[src/rtl/multi_alarm_clock_pkg.sv]
// Shared types and constants for the multi-alarm clock: ring states,
// time limits, 7-segment digit patterns and small wrap-around helpers.
package multi_alarm_clock_pkg;

  typedef enum logic [1:0] {
    RS_IDLE    = 2'd0,
    RS_RINGING = 2'd1,
    RS_SNOOZED = 2'd2
  } ring_state_e;

  localparam logic [4:0] HOUR_MAX = 5'd23;
  localparam logic [5:0] MIN_MAX  = 6'd59;
  localparam logic [5:0] SEC_MAX  = 6'd59;

  // Active-high gfedcba patterns, element d is the pattern for digit d
  localparam logic [9:0][6:0] SEG7_DIGIT = {
    7'h6F, 7'h7F, 7'h07, 7'h7D, 7'h6D, 7'h66, 7'h4F, 7'h5B, 7'h06, 7'h3F
  };

  function automatic logic [6:0] seg7(input logic [3:0] d);
    return (d <= 4'd9) ? SEG7_DIGIT[d] : 7'h00;
  endfunction

  function automatic logic [4:0] inc_hr(input logic [4:0] h);
    return (h == HOUR_MAX) ? 5'd0 : h + 5'd1;
  endfunction

  function automatic logic [5:0] inc_60(input logic [5:0] v);
    return (v == MIN_MAX) ? 6'd0 : v + 6'd1;
  endfunction

endpackage

[src/rtl/multi_alarm_clock_bin2seg7.sv]
// Binary 0..59 to two 7-segment digits {tens, ones}; purely combinational.
module bin2seg7
  import multi_alarm_clock_pkg::*;
(
  input  logic [5:0]  bin_i,
  output logic [13:0] seg_o
);

  logic [3:0] tens;
  logic [3:0] ones;

  always_comb begin
    tens  = 4'(bin_i / 6'd10);
    ones  = 4'(bin_i % 6'd10);
    seg_o = {seg7(tens), seg7(ones)};
  end

endmodule

[src/rtl/multi_alarm_clock.sv]
// Time-of-day clock with NUM_ALARMS alarms, snooze, auto-stop ring and
// 12/24-hour 7-segment display.
module multi_alarm_clock
  import multi_alarm_clock_pkg::*;
#(
  parameter int CLK_PER_SEC = 10,
  parameter int NUM_ALARMS  = 4,
  parameter int SNOOZE_MIN  = 5,
  parameter int RING_SEC    = 60,
  localparam int SEL_W      = (NUM_ALARMS > 1) ? $clog2(NUM_ALARMS) : 1
) (
  input  logic                  clk,
  input  logic                  reset_n,
  input  logic                  set_time,
  input  logic                  alarm_set,
  input  logic [SEL_W-1:0]      alarm_sel,
  input  logic [NUM_ALARMS-1:0] alarm_en,
  input  logic                  hours_set,
  input  logic                  mins_set,
  input  logic                  mode_24h,
  input  logic                  snooze,
  output logic [13:0]           hours_disp,
  output logic [13:0]           mins_disp,
  output logic                  AM_PM_disp,
  output logic                  Speaker_out,
  output logic [NUM_ALARMS-1:0] alarm_active
);

  localparam int DIV_W = (CLK_PER_SEC > 1) ? $clog2(CLK_PER_SEC) : 1;
  localparam logic [DIV_W-1:0] DIV_LAST   = DIV_W'(CLK_PER_SEC - 1);
  localparam logic [5:0]       RING_LAST  = 6'(RING_SEC - 1);
  localparam logic [6:0]       SNOOZE_ADD = 7'(SNOOZE_MIN);
  localparam logic [SEL_W:0]   NUM_A      = (SEL_W+1)'(NUM_ALARMS);

  logic [DIV_W-1:0] div_q, div_d;
  logic [4:0]       hour_q, hour_d;
  logic [5:0]       min_q, min_d, sec_q, sec_d;
  logic [NUM_ALARMS-1:0][4:0] al_hr_q, al_hr_d;
  logic [NUM_ALARMS-1:0][5:0] al_min_q, al_min_d;
  logic [1:0]       hs_q, ms_q, sn_q;
  logic             h_rise, m_rise, sn_rise;
  logic             tick, sec_wrap, sel_ok;

  ring_state_e      state_q;
  logic [SEL_W-1:0] k_q;
  logic [5:0]       ring_cnt_q;
  logic [4:0]       wake_hr_q;
  logic [5:0]       wake_min_q;
  logic             spk_q;
  logic [NUM_ALARMS-1:0] act_q;

  // Two-stage capture; the increment lands one cycle after the edge is seen
  assign h_rise  = hs_q[0] & ~hs_q[1];
  assign m_rise  = ms_q[0] & ~ms_q[1];
  assign sn_rise = sn_q[0] & ~sn_q[1];
  assign sel_ok  = ({1'b0, alarm_sel} < NUM_A);

  always_comb begin
    div_d    = div_q;
    sec_d    = sec_q;
    min_d    = min_q;
    hour_d   = hour_q;
    al_hr_d  = al_hr_q;
    al_min_d = al_min_q;
    tick     = 1'b0;
    if (set_time) begin
      div_d = '0;
      sec_d = '0;
      if (h_rise) hour_d = inc_hr(hour_q);
      if (m_rise) min_d  = inc_60(min_q);
    end else begin
      tick  = (div_q == DIV_LAST);
      div_d = tick ? '0 : div_q + DIV_W'(1);
      if (tick) begin
        sec_d = inc_60(sec_q);
        if (sec_q == SEC_MAX) begin
          min_d = inc_60(min_q);
          if (min_q == MIN_MAX) hour_d = inc_hr(hour_q);
        end
      end
      if (alarm_set && sel_ok) begin
        if (h_rise) al_hr_d[alarm_sel]  = inc_hr(al_hr_q[alarm_sel]);
        if (m_rise) al_min_d[alarm_sel] = inc_60(al_min_q[alarm_sel]);
      end
    end
  end

  assign sec_wrap = tick && (sec_q == SEC_MAX);

  always_ff @(posedge clk or negedge reset_n) begin
    if (!reset_n) begin
      div_q    <= '0;
      hour_q   <= '0;
      min_q    <= '0;
      sec_q    <= '0;
      al_hr_q  <= '0;
      al_min_q <= '0;
      hs_q     <= '0;
      ms_q     <= '0;
      sn_q     <= '0;
    end else begin
      div_q    <= div_d;
      hour_q   <= hour_d;
      min_q    <= min_d;
      sec_q    <= sec_d;
      al_hr_q  <= al_hr_d;
      al_min_q <= al_min_d;
      hs_q     <= {hs_q[0], hours_set};
      ms_q     <= {ms_q[0], mins_set};
      sn_q     <= {sn_q[0], snooze};
    end
  end

  // Match is taken against the time the current tick is about to produce
  logic             hit;
  logic [SEL_W-1:0] hit_idx;

  always_comb begin
    hit     = 1'b0;
    hit_idx = '0;
    for (int i = NUM_ALARMS - 1; i >= 0; i--) begin
      if (alarm_en[i] && al_hr_q[i] == hour_d && al_min_q[i] == min_d) begin
        hit     = 1'b1;
        hit_idx = SEL_W'(i);
      end
    end
  end

  logic [6:0] wsum;
  logic [4:0] wake_hr_n;
  logic [5:0] wake_min_n;

  always_comb begin
    wsum = {1'b0, min_q} + SNOOZE_ADD;
    if (wsum >= 7'd60) begin
      wake_min_n = 6'(wsum - 7'd60);
      wake_hr_n  = inc_hr(hour_q);
    end else begin
      wake_min_n = wsum[5:0];
      wake_hr_n  = hour_q;
    end
  end

  always_ff @(posedge clk or negedge reset_n) begin
    if (!reset_n) begin
      state_q    <= RS_IDLE;
      k_q        <= '0;
      ring_cnt_q <= '0;
      wake_hr_q  <= '0;
      wake_min_q <= '0;
      spk_q      <= 1'b0;
      act_q      <= '0;
    end else begin
      case (state_q)
        RS_IDLE: begin
          spk_q <= 1'b0;
          if (sec_wrap && !alarm_set && hit) begin
            state_q    <= RS_RINGING;
            k_q        <= hit_idx;
            act_q      <= NUM_ALARMS'(1) << hit_idx;
            ring_cnt_q <= '0;
            spk_q      <= 1'b1;
          end
        end
        RS_RINGING: begin
          if (!alarm_en[k_q] || set_time || alarm_set) begin
            state_q <= RS_IDLE;
            spk_q   <= 1'b0;
            act_q   <= '0;
          end else if (sn_rise) begin
            state_q    <= RS_SNOOZED;
            spk_q      <= 1'b0;
            wake_hr_q  <= wake_hr_n;
            wake_min_q <= wake_min_n;
          end else if (tick && ring_cnt_q == RING_LAST) begin
            state_q <= RS_IDLE;
            spk_q   <= 1'b0;
            act_q   <= '0;
          end else begin
            spk_q <= ~spk_q;
            if (tick) ring_cnt_q <= ring_cnt_q + 6'd1;
          end
        end
        RS_SNOOZED: begin
          spk_q <= 1'b0;
          if (!alarm_en[k_q]) begin
            state_q <= RS_IDLE;
            act_q   <= '0;
          end else if (sec_wrap && hour_d == wake_hr_q && min_d == wake_min_q) begin
            state_q    <= RS_RINGING;
            ring_cnt_q <= '0;
            spk_q      <= 1'b1;
          end
        end
        default: begin
          state_q <= RS_IDLE;
          spk_q   <= 1'b0;
          act_q   <= '0;
        end
      endcase
    end
  end

  assign Speaker_out  = spk_q;
  assign alarm_active = act_q;

  logic [4:0] dh, dh12;
  logic [5:0] dm;
  logic       pm;

  always_comb begin
    if (alarm_set && !set_time) begin
      dh = sel_ok ? al_hr_q[alarm_sel]  : '0;
      dm = sel_ok ? al_min_q[alarm_sel] : '0;
    end else begin
      dh = hour_q;
      dm = min_q;
    end
    pm   = 1'b0;
    dh12 = dh;
    if (!mode_24h) begin
      pm = (dh >= 5'd12);
      if (dh == 5'd0)       dh12 = 5'd12;
      else if (dh > 5'd12)  dh12 = dh - 5'd12;
    end
  end

  assign AM_PM_disp = pm;

  bin2seg7 u_hr_seg  (.bin_i({1'b0, dh12}), .seg_o(hours_disp));
  bin2seg7 u_min_seg (.bin_i(dm),           .seg_o(mins_disp));

endmodule

[config.mk]
export PLATFORM = sky130hd
export DESIGN_NAME = multi_alarm_clock
export DESIGN_NICKNAME = d
export VERILOG_FILES = /design/src/rtl/multi_alarm_clock_pkg.sv /design/src/rtl/multi_alarm_clock_bin2seg7.sv /design/src/rtl/multi_alarm_clock.sv
export SDC_FILE = /design/constraint.sdc
export NUM_CORES = 1
export LEC_CHECK = 0
export ABC_AREA = 1
export CORE_MARGIN = 5
export CORE_UTILIZATION = 47
export CTS_BUF_LIST = sky130_fd_sc_hd__clkbuf_8
export DETAILED_ROUTE_END_ITERATION = 10
export GPL_TIMING_DRIVEN = 0
export HOLD_SLACK_MARGIN = 0.1
export PLACE_DENSITY = 0.68
export REMOVE_ABC_BUFFERS = 1
export SYNTH_ARGS = -nofsm -noshare
export SYNTH_HDL_FRONTEND = slang
export SYNTH_SLANG_ARGS = --single-unit
[constraint.sdc]
create_clock -name clk -period 14.6 [get_ports clk]
set_input_delay 3.65 -clock clk [delete_from_list [all_inputs] [get_ports clk]]
set_output_delay 3.65 -clock clk [all_outputs]
set_load 0.005 [all_outputs]
==> flow_summary.ini <==
[status]
status = finished, final reports clean

[routing]
firstDrtPassIters = 5
vias_per_cell = 5.090
drt_iter0_markers = 514
dr_total_vias = 6872
ant_nets = 0
wl_per_cell_um = 13.35
drc = 0
drt-total-wl_um = 18030

[critical_path]
path_delay_family = simple AND/OR/NAND/NOR gates
crit_path_max_incr_delay_ns = 0.94
cpMostUsedCell = nand2_1
cp.arrival_ns = 8.65
worstPathMaxFanout = 19
cp.required_ns = 10.95
endpoint_kind = output pin
critPathSlowestCell = nor2_1
path_buf_inv = 6
start_kind = primary input
crit_type = in2out

[run]
drv_cap = 0

[clock_network]
cts_resized = 0
cts_buffer_depth = 2
cts_sinks = 97
post-cts-setup-buffers = 0
clock_latency_ns = 0.38
path_clk_slew_ns = 0.09
tritoncts = yes
htreeDepth = 3
cts_buffers = 9
clockRootBuffer = clkbuf_8
postCtsHoldBufs = 0

[synthesis]
yosysSeqAreaShare_pct = 32.41
ys_types = 41
ys_warn_count = 0
syn_inst = 1087
synth-seq-cells = 97
synth_area_um2 = 7490
synth.avg_cell_area_um2 = 6.890

[timing]
holdWs_ns = 0.3805
post-route-period-util_pct = 84.24
skew_ns = 0.01014
min_period_ns = 12.30
setup_violations = 0
rsz0062_at_grt = no
fin_tns_setup_ns = 0
hold_viol_final = 0
final.setup.worst_slack_ns = 2.301
tightest_slew_ns = 0.9862
slew_headroom_pct = 34.01
slew_viol_final = 0
fmax_ghz = 0.08130

[die]
dieWidth_um = 136.2
die_h_um = 136.2
core_area_um2 = 15770
rows = 46
fp.dieArea_um2 = 18560
start_util_pct = 47.49
io_pins = 48

[placement]
io_buffers = 46
globalplace.congestion = 0.9142
dpl.hpwl_um = 13820
place_inst = 1334
pre_cts_ws_ns = 2.274

[pwr]
pwr-share-seq_pct = 23.7
p_clk_share_pct = 13.1
internal_power_w = 0.0008192
ir_worst_vdd_mv = 0.1063
switching_share_pct = 45.50
p_leak_nw = 4.150
p_per_area_nw_per_um2 = 179.6
pwr-share-comb_pct = 63.2
switchingPower_w = 0.0006839

[grt]
grt_pass1_wl_um = 30350
grt_use_total_pct = 20.20
grt_pass1_vias = 6244
antenna_found_initial = 0
grt_start_max_net_pins = 57
grt_overflow = 0

[worst_hold_path]
hp-class = reg2reg

[layout]
final_common_cell = nand2_1
final_util_pct = 53.05
area_growth_pct = 11.71
num_antenna_cells = 0
nets = 1176
drive_gt1_share_pct = 10.58
layoutNonFillerInstCount = 1350
mostFrequentLayoutCells = nand2_1 (339), inv_1 (125), dfrtp_1 (97)
num-fill-cells = 1621
cells in the mapped netlist (all sizes together):
cell	number	share of area [%]
nand2	383	22
inv	143	7.2
o21ai	102	7.4
nor2	100	5.7
dfrtp	97	32
nand3	85	6.6
ha	33	5.5
xor2	28	3.3
a21oi	24	1.8
nand4	20	1.7
xnor2	10	1.2
buf	9	0.99
nor3	9	0.60
or2	9	0.75
clkbuf	7	0.35
o22ai	7	0.58
a22oi	5	0.70
nand3b	5	0.50
a31oi	3	0.25
o211ai	3	0.30
a221oi	2	0.23
o31ai	2	0.20
conb	1	0.050
sequential cells by signal, summed over array words and instances, names as in the netlist:
signal	count
Speaker_out	1
al_hr_q	20
al_min_q	24
alarm_active	4
div_q	4
hour_q	5
hs_q	2
k_q	2
min_q	6
ms_q	2
ring_cnt_q	6
sec_q	6
sn_q	2
state_q	2
wake_hr_q	5
wake_min_q	6
power by group through the flow:
stage               sequential, W  combinational (W)  clock [W]
floorplan                0.000348           0.000637          0
global placement         0.000359           0.000941          0
detailed placement       0.000359           0.000958          0
CTS                      0.000355           0.000961   0.000202
global route             0.000362            0.00108   0.000215
finish                   0.000356           0.000951   0.000197
logic make-up (layout without fill, tap and decap cells):
family,after synthesis,in the layout,share of synthesized area [%]
compound gates,148,148,11.44
xor+xnor,38,38,4.444
fa+ha+maj,33,33,5.513
buf+inv,159,206,8.503
flops,97,97,32.41
other cells,1,1,0.05007
simple gates,611,611,37.64
path summary, 6_finish.rpt:
kind | cells past startpoint | slack (ns) | endpoint | from
min | 0 | 0.38 | sn_q[1] | sn_q[0]
max in group asynchronous | 2 | 10.69 | min_q[0] | reset_n
max reg2reg | 17 | 11.18 | ring_cnt_q[4] | div_q[1]
min in group asynchronous | 1 | 3.24 | ring_cnt_q[0] | reset_n
max | 26 | 2.30 | hours_disp[0] | set_time
min reg2reg | 0 | 0.38 | sn_q[1] | sn_q[0]
stage by stage:
| step | power, W | instance area [um^2] |
|---|---|---|
| 2_1_floorplan | 0.0009848 | 7390 |
| 3_3_place_gp | 0.001300 | 8120 |
| 3_5_place_dp | 0.001317 | 8145 |
| 4_1_cts | 0.001517 | 8367 |
| 5_1_grt | 0.001659 | 8367 |
| 6_report | 0.001503 | 8367 |
area by class of cell:
class	count	area, um^2	area share (%)
Clock buffer	10	137.6	1.645
Sequential cell	97	2427	29.01
Timing Repair Buffer	47	485.5	5.802
Multi-Input combinational cell	831	4425	52.89
Tap cell	216	270.3	3.230
Inverter	143	536.8	6.415
Clock inverter	6	83.83	1.002
metal layers:
layer	wire length [um]	GRT usage, %	vias up
li1	-	-	3542
met1	8835	29.20	3163
met2	8233	32.17	154
met3	793	2.850	13
met4	167	4.591	0
met5	0	0	-
Note: power is estimated with default switching activity, not from simulation.
